File: config.mk
export PLATFORM = sky130hd
export DESIGN_NAME = fb_swap_ctrl
export DESIGN_NICKNAME = d
export VERILOG_FILES = /design/src/rtl/fb_swap_ctrl.sv
export SDC_FILE = /design/constraint.sdc
export NUM_CORES = 1
export LEC_CHECK = 0
export BUFFER_PORTS_ARGS = -buffer_cell sky130_fd_sc_hd__buf_2
export CORE_MARGIN = 1
export CORE_UTILIZATION = 54
export DETAILED_ROUTE_END_ITERATION = 8
export MAX_ROUTING_LAYER = met4
export PLACE_DENSITY = 0.8
export SLEW_MARGIN = 20
export SYNTH_ARGS = -nofsm -noshare
export SYNTH_HDL_FRONTEND = slang
export SYNTH_SLANG_ARGS = --single-unit
File: constraint.sdc
create_clock -name clk -period 4.14 [get_ports clk]
set_input_delay 1.035 -clock clk [delete_from_list [all_inputs] [get_ports clk]]
set_output_delay 1.035 -clock clk [all_outputs]
set_load 0.02 [all_outputs]
File: src/rtl/fb_swap_ctrl.sv
// Write-side sequencer for the double-buffered framebuffer pair; swaps buffers at vblank after a full frame.
// Optional statistics counters (swap_count, miss_count) are enabled by defining FB_SWAP_STATS_EN.
module fb_swap_ctrl #(
  parameter int unsigned DATA_WIDTH   = 20,
  parameter int unsigned ADDR_WIDTH   = 14,
  parameter int unsigned FRAME_PIXELS = 16384
) (
  input  logic                  clk,
  input  logic                  rst,
  input  logic [DATA_WIDTH-1:0] px_data,
  input  logic                  px_valid,
  input  logic                  px_last,
  output logic                  px_ready,
  input  logic                  vblank,
  output logic [DATA_WIDTH-1:0] fb_wdata,
  output logic [ADDR_WIDTH-1:0] fb_waddr,
  output logic                  fb_we,
  output logic                  selection,
  output logic                  frame_short
`ifdef FB_SWAP_STATS_EN
  ,
  output logic [15:0]           swap_count,
  output logic [15:0]           miss_count
`endif
);

  localparam logic [ADDR_WIDTH-1:0] LAST_ADDR = ADDR_WIDTH'(FRAME_PIXELS - 1);

  typedef enum logic [1:0] {
    FILL    = 2'd0,
    WAIT_VB = 2'd1,
    SWAP    = 2'd2
  } state_t;

  state_t                state, state_d;
  logic [ADDR_WIDTH-1:0] cnt, cnt_d;
  logic                  sel_d, short_d;
  logic                  vblank_q;
  logic                  vb_rise, beat, frame_end;

  assign vb_rise   = vblank & ~vblank_q;
  assign px_ready  = (state == FILL) & ~rst;
  assign beat      = px_valid & px_ready;
  assign frame_end = px_last | (cnt == LAST_ADDR);

  // State register
  always_ff @(posedge clk) begin
    if (rst) state <= FILL;
    else     state <= state_d;
  end

  // Next state, frame counter, buffer selection and short-frame flag
  always_comb begin
    state_d = state;
    cnt_d   = cnt;
    sel_d   = selection;
    short_d = frame_short;
    case (state)
      FILL: begin
        if (beat) begin
          if (frame_end) begin
            state_d = WAIT_VB;
            if (px_last && (cnt != LAST_ADDR)) short_d = 1'b1;
          end else begin
            cnt_d = cnt + ADDR_WIDTH'(1);
          end
        end
      end
      WAIT_VB: begin
        if (vb_rise) state_d = SWAP;
      end
      SWAP: begin
        state_d = FILL;
        sel_d   = ~selection;
        cnt_d   = '0;
      end
      default: state_d = FILL;
    endcase
  end

  // Registered write port and bookkeeping
  always_ff @(posedge clk) begin
    if (rst) begin
      cnt         <= '0;
      selection   <= 1'b0;
      frame_short <= 1'b0;
      vblank_q    <= 1'b0;
      fb_we       <= 1'b0;
      fb_waddr    <= '0;
      fb_wdata    <= '0;
    end else begin
      cnt         <= cnt_d;
      selection   <= sel_d;
      frame_short <= short_d;
      vblank_q    <= vblank;
      fb_we       <= beat;
      if (beat) begin
        fb_waddr <= cnt;
        fb_wdata <= px_data;
      end
    end
  end

`ifdef FB_SWAP_STATS_EN
  // Swap count wraps; miss count (vblank while still filling) saturates
  always_ff @(posedge clk) begin
    if (rst) begin
      swap_count <= '0;
      miss_count <= '0;
    end else begin
      if (state == SWAP) swap_count <= swap_count + 16'd1;
      if ((state == FILL) && vb_rise && (miss_count != 16'hFFFF))
        miss_count <= miss_count + 16'd1;
    end
  end
`endif

endmodule

==> impl_metrics.py, run 1 <==
metrics = {
    "logic_synthesis": {
        "synth_seq_cells": 54,
        "syn_area_per_cell_um2": 8.15,
        "syn_inst": 255,
        "seq_area_frac_synth_pct": 52.0,
        "yosysWarnings": 0,
        "ys_types": 31,
        "muxShareOfSynthArea_pct": 0.963,
        "synth_xor_area_share_pct": 0.421,
        "yosys.area_share.simple_pct": 26.1,
        "synthAdderAreaFrac_pct": 0.602,
        "synth_compound_area_share_pct": 16.2,
        "synthesis.area_um2": 2080,
        "synth_top_family_by_area": "simple AND/OR/NAND/NOR gates",
        "syn_nets": 281,
    },
    "place": {
        "port_buffers": 62,
        "placed_area_um2": 2410,
        "post-dp-hpwl_um": 3060,
        "globalplace.congestion": 0.830,
    },
    "power": {
        "ir_drop_mv": 0.278,
        "powerDensity_nw_per_um2": 379,
        "power_switching_mw": 0.217,
        "p_int_mw": 0.737,
        "swShare_pct": 22.8,
        "power_frac_seq_pct": 56.3,
        "combPwrFrac_pct": 8.4,
        "power.share.clock_pct": 35.3,
        "leakage_nw": 1.01,
    },
    "routing": {
        "wl_met2_um": 2070,
        "dr_total_vias": 1936,
        "drc_errors": 0,
        "wl_met3_um": 173,
        "first_iter_violations": 174,
        "top_layer_used": "met4",
        "wl_met1_um": 2150,
        "antenna_left": 0,
        "vias_per_cell": 5.39,
        "drtPass1Iterations": 4,
        "wl_per_cell_um": 12.4,
        "routed_wl_um": 4440,
    },
    "final_layout": {
        "diodes": 0,
        "design_area_um2": 2520,
        "syn_to_final_growth_pct": 21.1,
        "drive_gt1_share_pct": 24.1,
        "layout_common_cells": "nand2_1 (73), buf_2 (62), dfxtp_1 (54), a21oi_1 (46)",
        "final_common_cell": "nand2_1",
        "num-nets-final": 337,
    },
    "cts": {
        "cts_hold_buf": 0,
        "post_cts_buffers": 0,
        "clkTransAtPathRegs_ns": 0.09,
        "cts_tree": "done",
        "cts.sink_count": 54,
        "ctsHtreeMaxLevel": 2,
        "clkLatencyLatePin_ns": 0.30,
        "cts_made_buffers": 5,
        "cts_max_path_buffers": 2,
        "cts_root_buf": "clkbuf_8",
        "post_cts_resize_count": 0,
    },
    "sta": {
        "fin_crit_sh_pct": 67.7,
        "skew_ns": 0.00693,
        "min_period_ns": 2.80,
        "final_hold_viol_count": 0,
        "max_freq_mhz": 357,
        "worst_slew_pin_slew_ns": 0.421,
        "finalSetupTns_ns": 0,
        "rsz0062_at_grt": "no",
        "setup_viol": 0,
        "slew_headroom_pct": 71.9,
        "maxSlewViolCount": 0,
    },
    "setup_path": {
        "crit_path_start_kind": "primary input",
        "crit_fanout": 43,
        "critical_path_required_ns": 3.11,
        "end_kind": "output port",
        "criticalPathCategory": "primary input to output port",
        "crit_arrival_ns": 1.77,
    },
    "floorplan": {
        "core_um2": 3690,
        "dieWidth_um": 64.1,
        "rows": 22,
        "ios": 63,
        "dieArea_um2": 4100,
        "initial_core_util_pct": 56.4,
        "die_y_um": 64.1,
    },
    "grt": {
        "gr-total-overflow": 0,
        "grt_max_degree": 44,
        "grt_pass1_wl_um": 7080,
        "grt_usage_pct": 22.8,
        "grt_pass1_vias": 1540,
        "antenna_found_initial": 0,
    },
    "flow_run": {
        "cap_viol_max_count": 0,
    },
    "worst_hold_path": {
        "hold_class": "register to register",
    },
    "outcome": {
        "status": "finished, final reports clean",
    },
}
==> synth_stat cells, drive strengths merged <==
cell / number / area share, %
o211ai: 1 / 0.36
dfxtp: 54 / 52
xnor2: 1 / 0.42
or3: 4 / 1.2
mux2i: 2 / 0.96
a31oi: 2 / 0.60
a211oi: 1 / 0.36
o21ai: 4 / 0.96
or4: 8 / 2.9
a21oi: 46 / 11
clkbuf: 11 / 2.0
ha: 1 / 0.60
or4b: 1 / 0.48
nand3b: 1 / 0.36
or2: 1 / 0.30
inv: 2 / 0.36
nor2b: 2 / 0.60
nor2: 5 / 0.90
and4: 2 / 0.84
nand2: 73 / 13
o31ai: 8 / 2.9
buf: 6 / 1.3
nor3: 2 / 0.48
nor4b: 1 / 0.42
nand3: 6 / 1.4
nand2b: 2 / 0.60
and3: 1 / 0.30
nand4: 5 / 1.5
nor4: 2 / 0.60
==> flip-flops by register name, indices dropped and copies added, names as in the netlist <==
name         count
frame_short      1
cnt             14
selection        1
fb_waddr        14
state            2
fb_we            1
vblank_q         1
fb_wdata        20
==> metal layers <==
layer / global-route usage (%) / up-vias
li1: - / 999
met1: 28.9 / 883
met2: 36.8 / 47
met3: 4.29 / 7
met4: 6.82 / 0
met5: - / -
==> power groups by stage <==
stage	registers [mW]	logic [mW]	clock network, mW
finish	0.537	0.0799	0.337
global placement	0.549	0.0791	0
floorplan	0.563	0.0368	0
CTS	0.537	0.0801	0.348
detailed placement	0.550	0.0798	0
global route	0.539	0.0879	0.368
==> layout make-up <==
type / count / area, µm²
clock buffers: 5 / 68.8
clock inverters: 2 / 38.8
fillers: 312 / 1170
inverters: 2 / 7.51
multi-input cells: 182 / 922
flip-flops and latches: 54 / 1080
well taps: 48 / 60.1
repair buffers: 66 / 340
==> stage by stage <==
stage	hold slack, ns	util [%]	std cells	total power, mW	setup slack [ns]
floorplan	0.445	-	255	0.600	1.28
global placement	0.439	65.4	352	0.628	1.26
detailed placement	0.443	65.4	352	0.629	1.24
CTS	0.457	68.3	359	0.965	1.34
global route	0.479	68.3	359	0.994	1.30
finish	0.455	68.3	359	0.954	1.34
==> kinds of logic after synthesis <==
logic type | after synthesis
AND/OR/NAND/NOR | 116
AO/OA/AOI/OAI | 62
flip-flops | 54
buffers and inverters | 19
multiplexers | 2
XOR/XNOR | 1
adder cells (fa/ha/maj) | 1
==> path summary, 6_finish.rpt <==
| path | depth (start not counted) | slack (ns) | startpoint | to |
|---|---|---|---|---|
| max | 4 | 1.34 | rst | px_ready |
| min reg2reg | 2 | 0.46 | fb_wdata[18] | fb_wdata[18] |
| max reg2reg | 4 | 1.97 | state[0] | cnt[11] |
| min | 2 | 0.46 | fb_wdata[18] | fb_wdata[18] |
==> critical path: stages <==
cell    delay [ns]
buf_2         0.10
buf_4         0.38
nor3_1        0.08
buf_2         0.17
(Power assumes the default switching activity.)
==> run 2, diff against run 1 <==
ABC_AREA = 1   (was unset)
CORE_UTILIZATION = 46   (was 54)
PLACE_DENSITY = 0.71   (was 0.8)
clock period = 2.4 ns   (was 4.14 ns; I/O delays follow)
==> run 2 against run 1 <==
  * Sequential power up 75%
  * Largest cell class unchanged
  * Design area up 8.0%
  * Count of clock-buffer cells in the layout up 1
  * Clock skew up 0.0017 ns
  * Global-route usage down 2.1 points
  * Core utilization down 11 points
  * Die area up 28%
  * Area after synthesis up 9.9%
==> impl_metrics.py, run 2 <==
metrics = {
    "logic_synthesis": {
        "seq_area_frac_synth_pct": 47.3,
        "synthArstFlopShare_pct": 0,
        "synth_seq_cells": 54,
        "synth_ff_type": "dfxtp_1",
        "synthesis.area_um2": 2290,
        "syn_area_per_cell_um2": 7.40,
        "yosysWarnings": 0,
        "syn_nets": 335,
        "ys_types": 29,
        "synth_most_common_cell": "nand2_1",
        "netlist_top_cells_area": "dfxtp_1 (47%), nand2_1 (16%), a21oi_1 (9.4%)",
        "syn_inst": 309,
        "synth_top_area_share_pct": 47.3,
        "synth_enable_flop_cells": 0,
        "synth_common_cells": "nand2_1 (100), dfxtp_1 (54), a21oi_1 (43)",
        "synth_top_area_cell": "dfxtp_1",
    },
    "grt": {
        "grt_max_degree": 30,
        "grt_pass1_wl_um": 8220,
        "antenna_found_initial": 0,
        "gr-total-overflow": 0,
        "grt_pass1_vias": 1770,
        "grt_usage_pct": 20.7,
    },
    "floorplan": {
        "dieArea_um2": 5260,
        "core_um2": 4750,
        "ios": 63,
        "rows": 25,
        "die_y_um": 72.5,
        "dieWidth_um": 72.5,
        "initial_core_util_pct": 48.1,
    },
    "outcome": {
        "status": "finished, final reports clean",
    },
    "setup_path": {
        "end_kind": "output port",
        "r2r-start": "cnt[1]",
        "crit_path_start_kind": "primary input",
        "r2r-end": "cnt[12]",
        "crit_arrival_ns": 1.29,
        "ff2ff_setup_slack_ns": 0.78,
        "crit_fanout": 24,
        "r2r.worst_path.cells": 10,
        "critical_path_required_ns": 1.80,
        "criticalPathCategory": "primary input to output port",
    },
    "cts": {
        "cts_max_path_buffers": 2,
        "cts_hold_buf": 0,
        "cts.sink_count": 54,
        "cts_made_buffers": 5,
        "clkLatencyLatePin_ns": 0.30,
        "cts_root_buf": "clkbuf_8",
        "cts_tree": "done",
        "clkTransAtPathRegs_ns": 0.08,
        "post_cts_buffers": 0,
        "ctsHtreeMaxLevel": 2,
        "post_cts_resize_count": 0,
    },
    "sta": {
        "rsz0062_at_grt": "no",
        "min_period_ns": 1.89,
        "max_freq_mhz": 528,
        "skew_ns": 0.00861,
        "final_hold_viol_count": 0,
        "setup_viol": 0,
        "worst_slew_pin_slew_ns": 0.679,
        "fin_crit_sh_pct": 78.9,
        "slew_headroom_pct": 54.5,
        "maxSlewViolCount": 0,
        "finalSetupTns_ns": 0,
    },
    "final_layout": {
        "diodes": 0,
        "largestRegisters": "fb_wdata (20), cnt (14), fb_waddr (14)",
        "drive_gt1_share_pct": 24.1,
        "syn_to_final_growth_pct": 19.0,
        "num-nets-final": 396,
        "top_register": "fb_wdata",
        "design_area_um2": 2720,
        "largest_reg_flops": 20,
        "final_util_pct": 57.2,
        "layout_common_cells": "nand2_1 (100), buf_2 (62), dfxtp_1 (54), a21oi_1 (43), nor2_1 (29)",
        "final_common_cell": "nand2_1",
        "instances_no_fill": 436,
    },
    "flow_run": {
        "cap_viol_max_count": 0,
    },
    "place": {
        "port_buffers": 62,
        "placed_area_um2": 2640,
        "post-dp-hpwl_um": 3650,
        "placed_cells": 430,
        "globalplace.congestion": 0.941,
    },
    "routing": {
        "wl_per_cell_um": 11.5,
        "routed_wl_um": 5030,
        "drtPass1Iterations": 4,
        "first_iter_violations": 111,
        "dr_total_vias": 2078,
        "drc_errors": 0,
        "vias_per_cell": 4.77,
        "antenna_left": 0,
    },
    "worst_hold_path": {
        "worstHoldEndpoint": "selection",
        "hold_class": "register to register",
        "hold_path_startpoint": "selection",
        "holdPathStages": 2,
    },
    "power": {
        "leakage_nw": 1.20,
        "powerDensity_nw_per_um2": 589,
        "ir_drop_mv": 0.387,
    },
}
[run 2: worst max path at each step]
stage               start  endpoint  cells past startpoint  slack [ns]
global route          rst  px_ready                      4        0.42
finish                rst  px_ready                      4        0.51
detailed placement    rst   cnt[10]                      8        0.44
global placement      rst   cnt[10]                      8        0.48
CTS                   rst  px_ready                      4        0.50
floorplan             rst  px_ready                      2        0.59
[run 2: cell families (layout without fill, tap and decap cells)]
kind of cell | after synthesis | in the layout | synth area share [%]
flops | 54 | 54 | 47.3
compound gates | 54 | 54 | 12.2
fa+ha+maj | 1 | 1 | 0.547
simple gates | 161 | 161 | 31.6
buf+inv | 37 | 97 | 7.61
xor+xnor | 2 | 2 | 0.766
[run 2: layout make-up]
type | instances | area (µm²)
multi-input combinational | 218 | 1030
timing repair buffer | 67 | 348
tap | 67 | 83.8
inverter | 24 | 95.1
fill | 484 | 2030
clock buffer | 6 | 82.6
sequential | 54 | 1080
[run 2: worst max-delay path, stage by stage]
cell	delay, ns
buf_2	0.13
buf_4	0.21
nor3_1	0.15
buf_2	0.19
[run 2: power breakdown]
group | switching [mW] | leakage, nW | internal (mW)
logic | 0.116 | 0.718 | 0.0616
clock network | 0.264 | 0.0431 | 0.223
registers | 0.0146 | 0.439 | 0.923
total | 0.395 | 1.20 | 1.21
[run 2: layer usage]
metal / track usage, % / share of wire [%] / up-vias
li1: - / - / 1107
met1: 28.3 / 49 / 916
met2: 31.6 / 46 / 47
met3: 3.75 / 4.0 / 8
met4: 5.45 / 0.92 / 0
met5: - / 0 / -
[run 2: stage by stage]
stage / total power, mW / worst slack, ns / hold WS (ns)
global placement: 1.14 / 0.478 / 0.449
detailed placement: 1.14 / 0.444 / 0.452
global route: 1.68 / 0.416 / 0.484
CTS: 1.62 / 0.500 / 0.465
floorplan: 1.07 / 0.588 / 0.453
finish: 1.60 / 0.507 / 0.461
==> run 3, diff against run 2 <==
clock period = 1.6 ns   (was 2.4 ns; I/O delays follow)
==> run 3 against run 2 <==
  * Largest power group unchanged
  * Wire length up 4.6%
  * Setup slack worse by 0.41 ns
  * Flip-flop and latch count unchanged
  * Critical path depth up 6
  * Combinational power is 60% higher
  * Via count rose by 2.3%
  * Largest cell class unchanged
==> impl_metrics.py, run 3 (same netlist as run 2, synthesis figures left out) <==
metrics = {
    "sta": {
        "skew_ns": 0.00897,
        "max_freq_mhz": 665,
        "fin_crit_sh_pct": 94.0,
        "setup_viol": 0,
        "finalSetupTns_ns": 0,
        "rsz0062_at_grt": "no",
        "maxSlewViolCount": 0,
        "final_hold_viol_count": 0,
        "slew_headroom_pct": 75.6,
        "min_period_ns": 1.50,
        "worst_slew_pin_slew_ns": 0.364,
        "fin_ws_ns": 0.0965,
        "whs_ns": 0.324,
    },
    "setup_path": {
        "cpMostUsedCell": "nand2_4",
        "crit_start": "cnt[1]",
        "end_kind": "register",
        "crit_path_start_kind": "register",
        "cpPeakStageDelay_ns": 0.38,
        "crit_fanout": 8,
        "crit_family": "simple AND/OR/NAND/NOR gates",
        "critical_path_required_ns": 1.81,
        "r2r-end": "cnt[12]",
        "criticalPathCategory": "register to register",
        "r2r-start": "cnt[1]",
        "crit_cells": 10,
        "path_cells": "ha_4 > nand2_2 > nor2_4 > nand2_4 > inv_4 > nand2_4 > nand3_4 > nand2_4 > nor2_1 > nor2_1",
        "crit_arrival_ns": 1.71,
        "setup.worst_path.end": "cnt[12]",
        "r2r.worst_path.cells": 10,
        "cpMaxStageDelayCell": "dfxtp_1",
        "path_buf_inv": 1,
        "ff2ff_setup_slack_ns": 0.1,
    },
    "power": {
        "ir_drop_mv": 0.652,
        "power_mw": 2.65,
        "powerDensity_nw_per_um2": 930,
        "leakage_nw": 1.27,
    },
    "routing": {
        "vias_per_cell": 4.76,
        "first_iter_violations": 108,
        "wl_met3_um": 290,
        "antenna_left": 0,
        "wl_per_cell_um": 11.8,
        "top_layer_used": "met4",
        "dr_total_vias": 2126,
        "wl_met1_um": 2500,
        "routed_wl_um": 5260,
        "wl_met2_um": 2410,
        "drtPass1Iterations": 4,
        "drc_errors": 0,
    },
    "grt": {
        "gr-total-overflow": 0,
        "grt_max_degree": 30,
        "antenna_found_initial": 0,
        "grt_pass1_wl_um": 8160,
        "grt_pass1_vias": 1725,
        "grt_usage_pct": 20.8,
    },
    "final_layout": {
        "top_register": "fb_wdata",
        "layout_common_cells": "nand2_1 (99), buf_2 (62), dfxtp_1 (53), a21oi_1 (43), nor2_1 (28)",
        "drive_gt1_share_pct": 27.4,
        "diodes": 0,
        "final_util_pct": 59.9,
        "instances_no_fill": 447,
        "fillers": 453,
        "largestRegisters": "fb_wdata (20), cnt (14), fb_waddr (14)",
        "final_common_cell": "nand2_1",
        "design_area_um2": 2850,
        "syn_to_final_growth_pct": 24.7,
        "largest_reg_flops": 20,
        "num-nets-final": 405,
    },
    "cts": {
        "clkTransAtPathRegs_ns": 0.10,
        "cts_tree": "done",
        "cts_hold_buf": 0,
        "cts_max_path_buffers": 2,
        "ctsHtreeMaxLevel": 2,
        "cts_made_buffers": 5,
        "cts_root_buf": "clkbuf_8",
        "clkLatencyLatePin_ns": 0.31,
        "cts.sink_count": 54,
    },
    "floorplan": {
        "dieArea_um2": 5260,
        "rows": 25,
        "initial_core_util_pct": 48.1,
        "dieWidth_um": 72.5,
        "die_y_um": 72.5,
        "core_um2": 4750,
        "ios": 63,
    },
    "outcome": {
        "status": "finished, final reports clean",
    },
    "flow_run": {
        "cap_viol_max_count": 0,
    },
    "place": {
        "globalplace.congestion": 0.869,
        "pre_cts_slack_ns": 0.0492,
        "placed_cells": 438,
        "port_buffers": 62,
        "placed_area_um2": 2700,
        "post-dp-hpwl_um": 3790,
    },
    "worst_hold_path": {
        "hold_class": "primary input to register",
    },
}
run 3: cell count changes in the layout (fill, tap and decap cells not counted), sizes merged:
cell	previous run	this run
buf	67	76
bufinv	0	1
inv	24	25
run 3: worst min-delay path: stages:
cell and delay [ns]:
buf_2 0.10, nand2_1 0.05, a21oi_1 0.05
run 3: worst min path at each step:
| stage | start | endpoint | slack, ns | cells past startpoint |
|---|---|---|---|---|
| after CTS | px_data[13] | fb_wdata[13] | 0.32 | 3 |
| final | px_data[13] | fb_wdata[13] | 0.32 | 3 |
| after global placement | selection | selection | 0.44 | 2 |
| after detailed placement | fb_waddr[11] | fb_waddr[11] | 0.45 | 2 |
| after global routing | px_data[13] | fb_wdata[13] | 0.32 | 3 |
| after floorplan | cnt[13] | fb_waddr[13] | 0.45 | 2 |
run 3: metal layers:
layer  up-vias  GRT usage, %
met4         0          6.54
li1       1122             -
met1       941          27.2
met2        58          32.2
met5         -             -
met3         5          4.44
run 3: repair_timing:
action / CTS / global route
hold endpoints to repair: 0 / 0
setup endpoints to repair: 0 / 14
resized for setup: 0 / 6
setup buffers: 0 / 1
run 3: cell type report:
type,count,area [µm²],area share (%)
Tap cell,67,83.8,2.94
Timing Repair Buffer,76,419,14.7
Sequential cell,54,1080,38.0
Clock inverter,2,38.8,1.36
Multi-Input combinational cell,218,1050,36.8
Clock buffer,6,82.6,2.90
Inverter,24,95.1,3.34
run 3: power breakdown:
group / total, mW / internal (mW) / switching, mW
Sequential: 1.41 / 1.39 / 0.0204
Combinational: 0.285 / 0.105 / 0.180
Clock: 0.961 / 0.515 / 0.446
